**src/rtl/mem_lane_wr_sched.sv**
```systemverilog
// Write-port scheduler for one dual-port BRAM lane: arbitrates two write requesters and runs a full-lane clear sweep.
// Define MEM_LANE_WR_SCHED_PRIO_A_EN for fixed A-over-B priority instead of round-robin.
module mem_lane_wr_sched #(
  parameter int ADDR_BITS = 11,
  parameter int DW        = 8
) (
  input  logic                 clk,
  input  logic                 reset,
  input  logic                 a_valid,
  output logic                 a_ready,
  input  logic [ADDR_BITS-1:0] a_addr,
  input  logic [DW-1:0]        a_data,
  input  logic                 b_valid,
  output logic                 b_ready,
  input  logic [ADDR_BITS-1:0] b_addr,
  input  logic [DW-1:0]        b_data,
  input  logic                 clear_start,
  input  logic [DW-1:0]        clear_value,
  output logic                 clear_busy,
  output logic                 clear_done,
  output logic                 lane_ena,
  output logic                 lane_wea,
  output logic [ADDR_BITS-1:0] lane_addr,
  output logic [DW-1:0]        lane_data
);

  typedef enum logic {ARB, CLEAR} state_t;

  state_t               state;
  logic [ADDR_BITS-1:0] clr_cnt;
  logic [DW-1:0]        fill;
  logic                 arb_open;
  logic                 pick_a;
  logic                 pick_b;

`ifndef MEM_LANE_WR_SCHED_PRIO_A_EN
  typedef enum logic {GRANT_A, GRANT_B} grant_t;
  grant_t last_grant;
`endif

  // NOTE: every variable gets a default at the top of always_comb so no path can infer a latch.
  always_comb begin
    arb_open = (state == ARB) && !clear_start;
`ifdef MEM_LANE_WR_SCHED_PRIO_A_EN
    pick_a   = a_valid;
`else
    pick_a   = a_valid && (!b_valid || (last_grant == GRANT_B));
`endif
    pick_b   = b_valid && !pick_a;
  end

  assign a_ready = arb_open && pick_a;
  assign b_ready = arb_open && pick_b;

  // NOTE: sequential state uses non-blocking assignments only, so every register sees pre-edge values.
  always_ff @(posedge clk or posedge reset) begin
    if (reset) begin
      state      <= ARB;
`ifndef MEM_LANE_WR_SCHED_PRIO_A_EN
      last_grant <= GRANT_B;
`endif
      clr_cnt    <= '0;
      fill       <= '0;
      clear_busy <= 1'b0;
      clear_done <= 1'b0;
      lane_ena   <= 1'b0;
      lane_wea   <= 1'b0;
      lane_addr  <= '0;
      lane_data  <= '0;
    end else begin
      clear_done <= 1'b0;
      case (state)
        ARB: begin
          if (clear_start) begin
            state      <= CLEAR;
            fill       <= clear_value;
            clr_cnt    <= '0;
            clear_busy <= 1'b1;
            lane_ena   <= 1'b0;
            lane_wea   <= 1'b0;
          end else if (a_ready) begin
            lane_ena   <= 1'b1;
            lane_wea   <= 1'b1;
            lane_addr  <= a_addr;
            lane_data  <= a_data;
`ifndef MEM_LANE_WR_SCHED_PRIO_A_EN
            last_grant <= GRANT_A;
`endif
          end else if (b_ready) begin
            lane_ena   <= 1'b1;
            lane_wea   <= 1'b1;
            lane_addr  <= b_addr;
            lane_data  <= b_data;
`ifndef MEM_LANE_WR_SCHED_PRIO_A_EN
            last_grant <= GRANT_B;
`endif
          end else begin
            // Idle cycle: strobes drop, address and data hold their last values.
            lane_ena   <= 1'b0;
            lane_wea   <= 1'b0;
          end
        end
        CLEAR: begin
          lane_ena  <= 1'b1;
          lane_wea  <= 1'b1;
          lane_addr <= clr_cnt;
          lane_data <= fill;
          if (&clr_cnt) begin
            // Last address issued: done lands together with this final write on the lane.
            state      <= ARB;
            clear_busy <= 1'b0;
            clear_done <= 1'b1;
          end else begin
            clr_cnt <= clr_cnt + 1'b1;
          end
        end
        default: state <= ARB;
      endcase
    end
  end

endmodule

```
**config.mk**
```make
export PLATFORM = sky130hd
export DESIGN_NAME = mem_lane_wr_sched
export DESIGN_NICKNAME = d
export VERILOG_FILES = /design/src/rtl/mem_lane_wr_sched.sv
export SDC_FILE = /design/constraint.sdc
export NUM_CORES = 1
export LEC_CHECK = 0
export CELL_PAD_IN_SITES_DETAIL_PLACEMENT = 1
export CELL_PAD_IN_SITES_GLOBAL_PLACEMENT = 1
export CORE_ASPECT_RATIO = 1.5
export CORE_MARGIN = 2
export CORE_UTILIZATION = 37
export CTS_CLUSTER_DIAMETER = 50
export DETAILED_ROUTE_END_ITERATION = 7
export PLACE_DENSITY = 0.91
export SETUP_SLACK_MARGIN = 0.15
export SKIP_CTS_REPAIR_TIMING = 1
export SYNTH_ARGS = -nofsm -noshare
export SYNTH_HDL_FRONTEND = slang
export SYNTH_SLANG_ARGS = --single-unit
export TNS_END_PERCENT = 30
```
**constraint.sdc**
```tcl
create_clock -name clk -period 2.75 [get_ports clk]
set_clock_uncertainty 0.1 [all_clocks]
set_input_delay 0.275 -clock clk [delete_from_list [all_inputs] [get_ports clk]]
set_output_delay 0.275 -clock clk [all_outputs]
set_load 0.005 [all_outputs]
```
# Word-level counts from Yosys, hierarchy flattened
# Index checks and enable logic that the tools add are counted.
# W data, S select, Z words.
[totals] in_bits=51 regBits=43
[op_classes] bitwise=2 muxes=25 n_addsub=1 n_eq_ne=5 n_reduce_logical=16
[ops] operator="$mux W11" count=5
[ops] operator="$pmux W11 S2" count=2
[ops] operator="$mux W8" count=3
[ops] operator="$pmux W8 S2" count=1
[ops] operator="$add A11 B1 Y11 const B" count=1
[ops] operator="$mux W1" count=11
[ops] operator="$reduce_and A11 Y1" count=1
[ops] operator="$reduce_and A2 Y1" count=4
[ops] operator="$ne A2 B2 Y1 const B" count=3
[ops] operator="$pmux W1 S2" count=3
[ops] operator="$logic_and A1 B1 Y1" count=5
[ops] operator="$logic_not A1 Y1" count=3
[ops] operator="$ne A3 B3 Y1 const B" count=1
[ops] operator="$reduce_and A3 Y1" count=1
[ops] operator="$ne A2 B1 Y1 const B" count=1
[ops] operator="$not A1 Y1" count=2
[ops] operator="$reduce_bool A2 Y1" count=1
[ops] operator="$logic_or A1 B1 Y1" count=1

# Depth between registers and ports, before layout
[depth] word_depth=10 ltp_mapped=7 depth_no_buf=6

# Worst setup path before layout
# No wires, ideal clock.
[synth_path] path_kind="reg2reg" from="reg clr_cnt[0]" to="reg clr_cnt[4]" setup_time_ns=0.124 path_buffers=0 required_ns=2.526 arrival_ns=1.421 setup_slack_ns=1.105 path_stages_with_launch=6 cell_sequence="dfrtp_1 -> ha_1 -> nand4_2 -> nor3_2 -> a21o_4 -> a211o_2"
[synth_via] elab_chain_len=3 word_cells_on_any_way=6
[synth_lines] element="start, declared" line="30" text="logic [ADDR_BITS-1:0] clr_cnt;"
[synth_lines] element="start signal, assigned" line="114" text="clr_cnt <= clr_cnt + 1'b1;"
[synth_lines] element="$add A11 B1 Y11 or $reduce_and A11 Y1 (tied branches)" line="114, 108"
[synth_lines] element="$mux W11 or $ne A2 B2 Y1 (tied branches)"
[synth_lines] element="$pmux W11 S2 or $reduce_and A2 Y1 (tied branches)"
# Several ways; a longest one is shown, not always the timed one. The select of a mux whose other input is x is not followed.
# A chain may end at the register's enable or synchronous reset.

# Worst setup path after layout
[layout_path] from="in clear_start" to="out b_ready"
[layout_via] elab_chain_len=3
[layout_lines] element="start, declared" line="17" text="input logic clear_start,"
[layout_lines] element="$logic_not A1 Y1" line="43" text="arb_open = (state == ARB) && !clear_start;"
[layout_lines] element="$logic_and A1 B1 Y1" line="43"
[layout_lines] element="$logic_and A1 B1 Y1" line="53" text="assign b_ready = arb_open && pick_b;"
[layout_lines] element="end, declared" line="14" text="output logic b_ready,"
# Every way passes these cells.

==> run_results.csv <==
group,metric,value,unit
finish,syn_to_final_growth,39.8,%
clock_tree,root_buffer,"clkbuf_8",
worst_setup_path,r2r_setup_slack,0.85,ns
synthesis,synthCells,202,
synthesis,ys_async_sr_fraction,1.00,
finish,drive_gt1_frac,0.126,
global_routing,grt_max_degree,44,
place,portBuffers,75,
timing,rsz0062_at_grt,"no",
worst_setup_path,worstSetupStartpoint,"clear_start",
place,dp_hpwl,4.95,mm
drt,viasPerCell,5.40,
global_routing,grt_pass1_wl,10.4,mm
drt,drtIter0Drc,74,
floorplanning,core,5790,sq um
clock_tree,clock_latency,0.29,ns
power_and_ir_drop,power_leakage,1.46,nW
timing,setup_violations,0,
hold_path,hold_class,"primary input to async pin",
floorplanning,die_w,66.9,microns
worst_setup_path,crit_top_cell,"clkdlybuf4s50_1",
synthesis,synth_ff_type,"dfrtp_1",
worst_setup_path,r2r-start,"state$_DFF_PP0_",
finish,layout_commonest_cell,"clkdlybuf4s50_1",
worst_setup_path,arrival,1.76,ns
clock_tree,cts_tree,"done",
finish,antenna_cells,0,
worst_setup_path,critPathMaxFanout,6,
finish,seq_area,1080,sq um
synthesis,syn_area,2200,sq um
clock_tree,clock_sinks,43,
worst_setup_path,end_kind,"output pin",
clock_tree,cts_max_path_buffers,2,
place,dp.cells,342,
synthesis,syn_area_per_cell,10.9,sq um
worst_setup_path,critPathLaunchType,"primary input",
floorplanning,row_count,34,
global_routing,grt_overflow_total,0,
drt,vias,1891,
worst_setup_path,path_cells,"clkdlybuf4s50_1, nor2_8, nand2_1, a21oi_1, clkdlybuf4s50_1",
synthesis,synthDistinctLibCells,46,
clock_tree,htreeDepth,2,
timing,slew_headroom,0.628,
finish,final_cell_mix,"clkdlybuf4s50_1 (75), dfrtp_1 (42), nand2_1 (36)",
finish,final_cells,350,
drt,wl,6.36,mm
worst_setup_path,required,2.38,ns
worst_setup_path,cp-endpoint,"b_ready",
timing,fin_crit,2.13,ns
outcome,status,"completed",
worst_setup_path,r2r_end,"clr_cnt[7]$_DFFE_PP0P_",
drt,ant_nets,0,
worst_setup_path,slowest_delay,0.54,ns
worst_setup_path,crit_type,"primary input to output pin",
floorplanning,die_area,6580,sq um
finish,multi_input_area,991,sq um
timing,worst_pin_slew,0.559,ns
timing,max_freq,469,MHz
finish,nFillCells,648,
synthesis,synth_nets,254,
global_routing,antenna_found_initial,0,
worst_setup_path,rr_worst_depth,4,
floorplanning,initial_core_util,0.380,
global_routing,grt_pass1_vias,2047,
timing,final.setup.tns,0,ns
synthesis,synth_edf_count,0,
power_and_ir_drop,finalPower,1.85,mW
timing,hold_viol,0,
place,gp_congestion,0.815,
drt,wl_per_cell,18.2,microns
floorplanning,num_io_pins,76,
clock_tree,cts.reportedPaths.clkPinSlew,0.08,ns
power_and_ir_drop,power.density,603,nW/um^2
synthesis,yosysSeqAreaShare,0.491,
global_routing,track_usage,0.209,
finish,nNetsFinal,329,
timing,final.period_utilization,0.776,
synthesis,synth-seq-cells,43,
timing,slew_violations,0,
clock_tree,cts_buffers,5,
floorplanning,fp.dieH,98.4,microns
power_and_ir_drop,ir_worst_vdd,0.297,mV
worst_setup_path,crit_slowest_cell,"clkdlybuf4s50_1",
drt,drc,0,
drt,drt_pass1_iterations,4,
job,cap_violations,0,
synthesis,yosys_warnings,0,
[kinds of logic (layout without fill, tap and decap cells)]
group | after synthesis | count (layout) | synth area share
multiplexers | 29 | 29 | 0.140
buffers and inverters | 24 | 100 | 0.0598
AND/OR/NAND/NOR | 63 | 63 | 0.146
XOR/XNOR | 1 | 1 | 0.00399
flip-flops | 43 | 43 | 0.491
AO/OA/AOI/OAI | 41 | 41 | 0.154
adder cells (fa/ha/maj) | 1 | 1 | 0.00570
[worst min-delay path by stage]
stage / start / end / slack [ns] / cells after the start
3_3_place_gp: fill[4]$_DFFE_PP0P_ / lane_data[4]$_DFFE_PP0P_ / 0.37 / 2
3_5_place_dp: fill[2]$_DFFE_PP0P_ / lane_data[2]$_DFFE_PP0P_ / 0.39 / 2
2_1_floorplan: b_valid / last_grant$_DFFE_PP1P_ / 0.30 / 2
4_1_cts: reset / lane_data[5]$_DFFE_PP0P_ / 0.35 / 3
6_report: reset / lane_data[1]$_DFFE_PP0P_ / 0.33 / 3
5_1_grt: reset / lane_data[6]$_DFFE_PP0P_ / 0.39 / 3
[state kept, by name, indices dropped and copies added, names as in the netlist]
name / cells
lane_addr: 11
state: 1
fill: 8
last_grant: 1
clr_cnt: 11
lane_wea: 1
clear_done: 1
clear_busy: 1
lane_data: 8
[where the power goes]
group / internal (mW) / switching [mW]
combinational: 0.331 / 0.208
clock: 0.181 / 0.207
sequential: 0.775 / 0.149
total: 1.29 / 0.565
[final cells by class]
cell class	instances	share of cell area
multi-input combinational	135	0.323
sequential	43	0.351
timing repair buffer	79	0.254
tap	72	0.0293
clock buffer	8	0.0261
inverter	13	0.0167
[Yosys cell counts, types with 2 or more instances]
cell / n / area share
clkbuf_1: 4 / 0.0068
nor3_1: 3 / 0.0068
nand3_1: 6 / 0.014
nor2_1: 3 / 0.0051
buf_2: 2 / 0.0046
a21oi_1: 4 / 0.0091
nand2b_1: 4 / 0.011
dfrtp_1: 42 / 0.48
inv_1: 12 / 0.021
a31oi_1: 3 / 0.0085
buf_6: 3 / 0.015
mux2_2: 9 / 0.046
nand2_1: 36 / 0.062
a22o_2: 2 / 0.0091
o211ai_1: 2 / 0.0068
a211o_2: 2 / 0.0091
o21ai_0: 2 / 0.0046
o221ai_1: 17 / 0.068
mux2i_1: 19 / 0.087
[metrics by stage]
| stage | worst slack, ns | area (sq um) | hold slack [ns] | utilization |
|---|---|---|---|---|
| 2_1_floorplan | 1.11 | 2200 | 0.301 | - |
| 3_3_place_gp | 0.683 | 2990 | 0.367 | 0.517 |
| 3_5_place_dp | 0.593 | 2990 | 0.389 | 0.517 |
| 4_1_cts | 0.604 | 3070 | 0.349 | 0.531 |
| 5_1_grt | 0.520 | 3070 | 0.390 | 0.531 |
| 6_report | 0.616 | 3070 | 0.326 | 0.531 |
[critical path, delay by kind of cell]
family	cells	cell delay [ns]
buffers and inverters	2	1.05
AOI/OAI and AO/OA	1	0.14
and+or+nand+nor	2	0.29
[metal layers]
layer	part of all wire	track usage	vias up
li1	-	-	882
met1	0.38	0.249	949
met2	0.55	0.369	48
met3	0.039	0.0265	12
met4	0.021	0.0879	0
met5	0	0	-
Power figures use the tool's default switching activity.
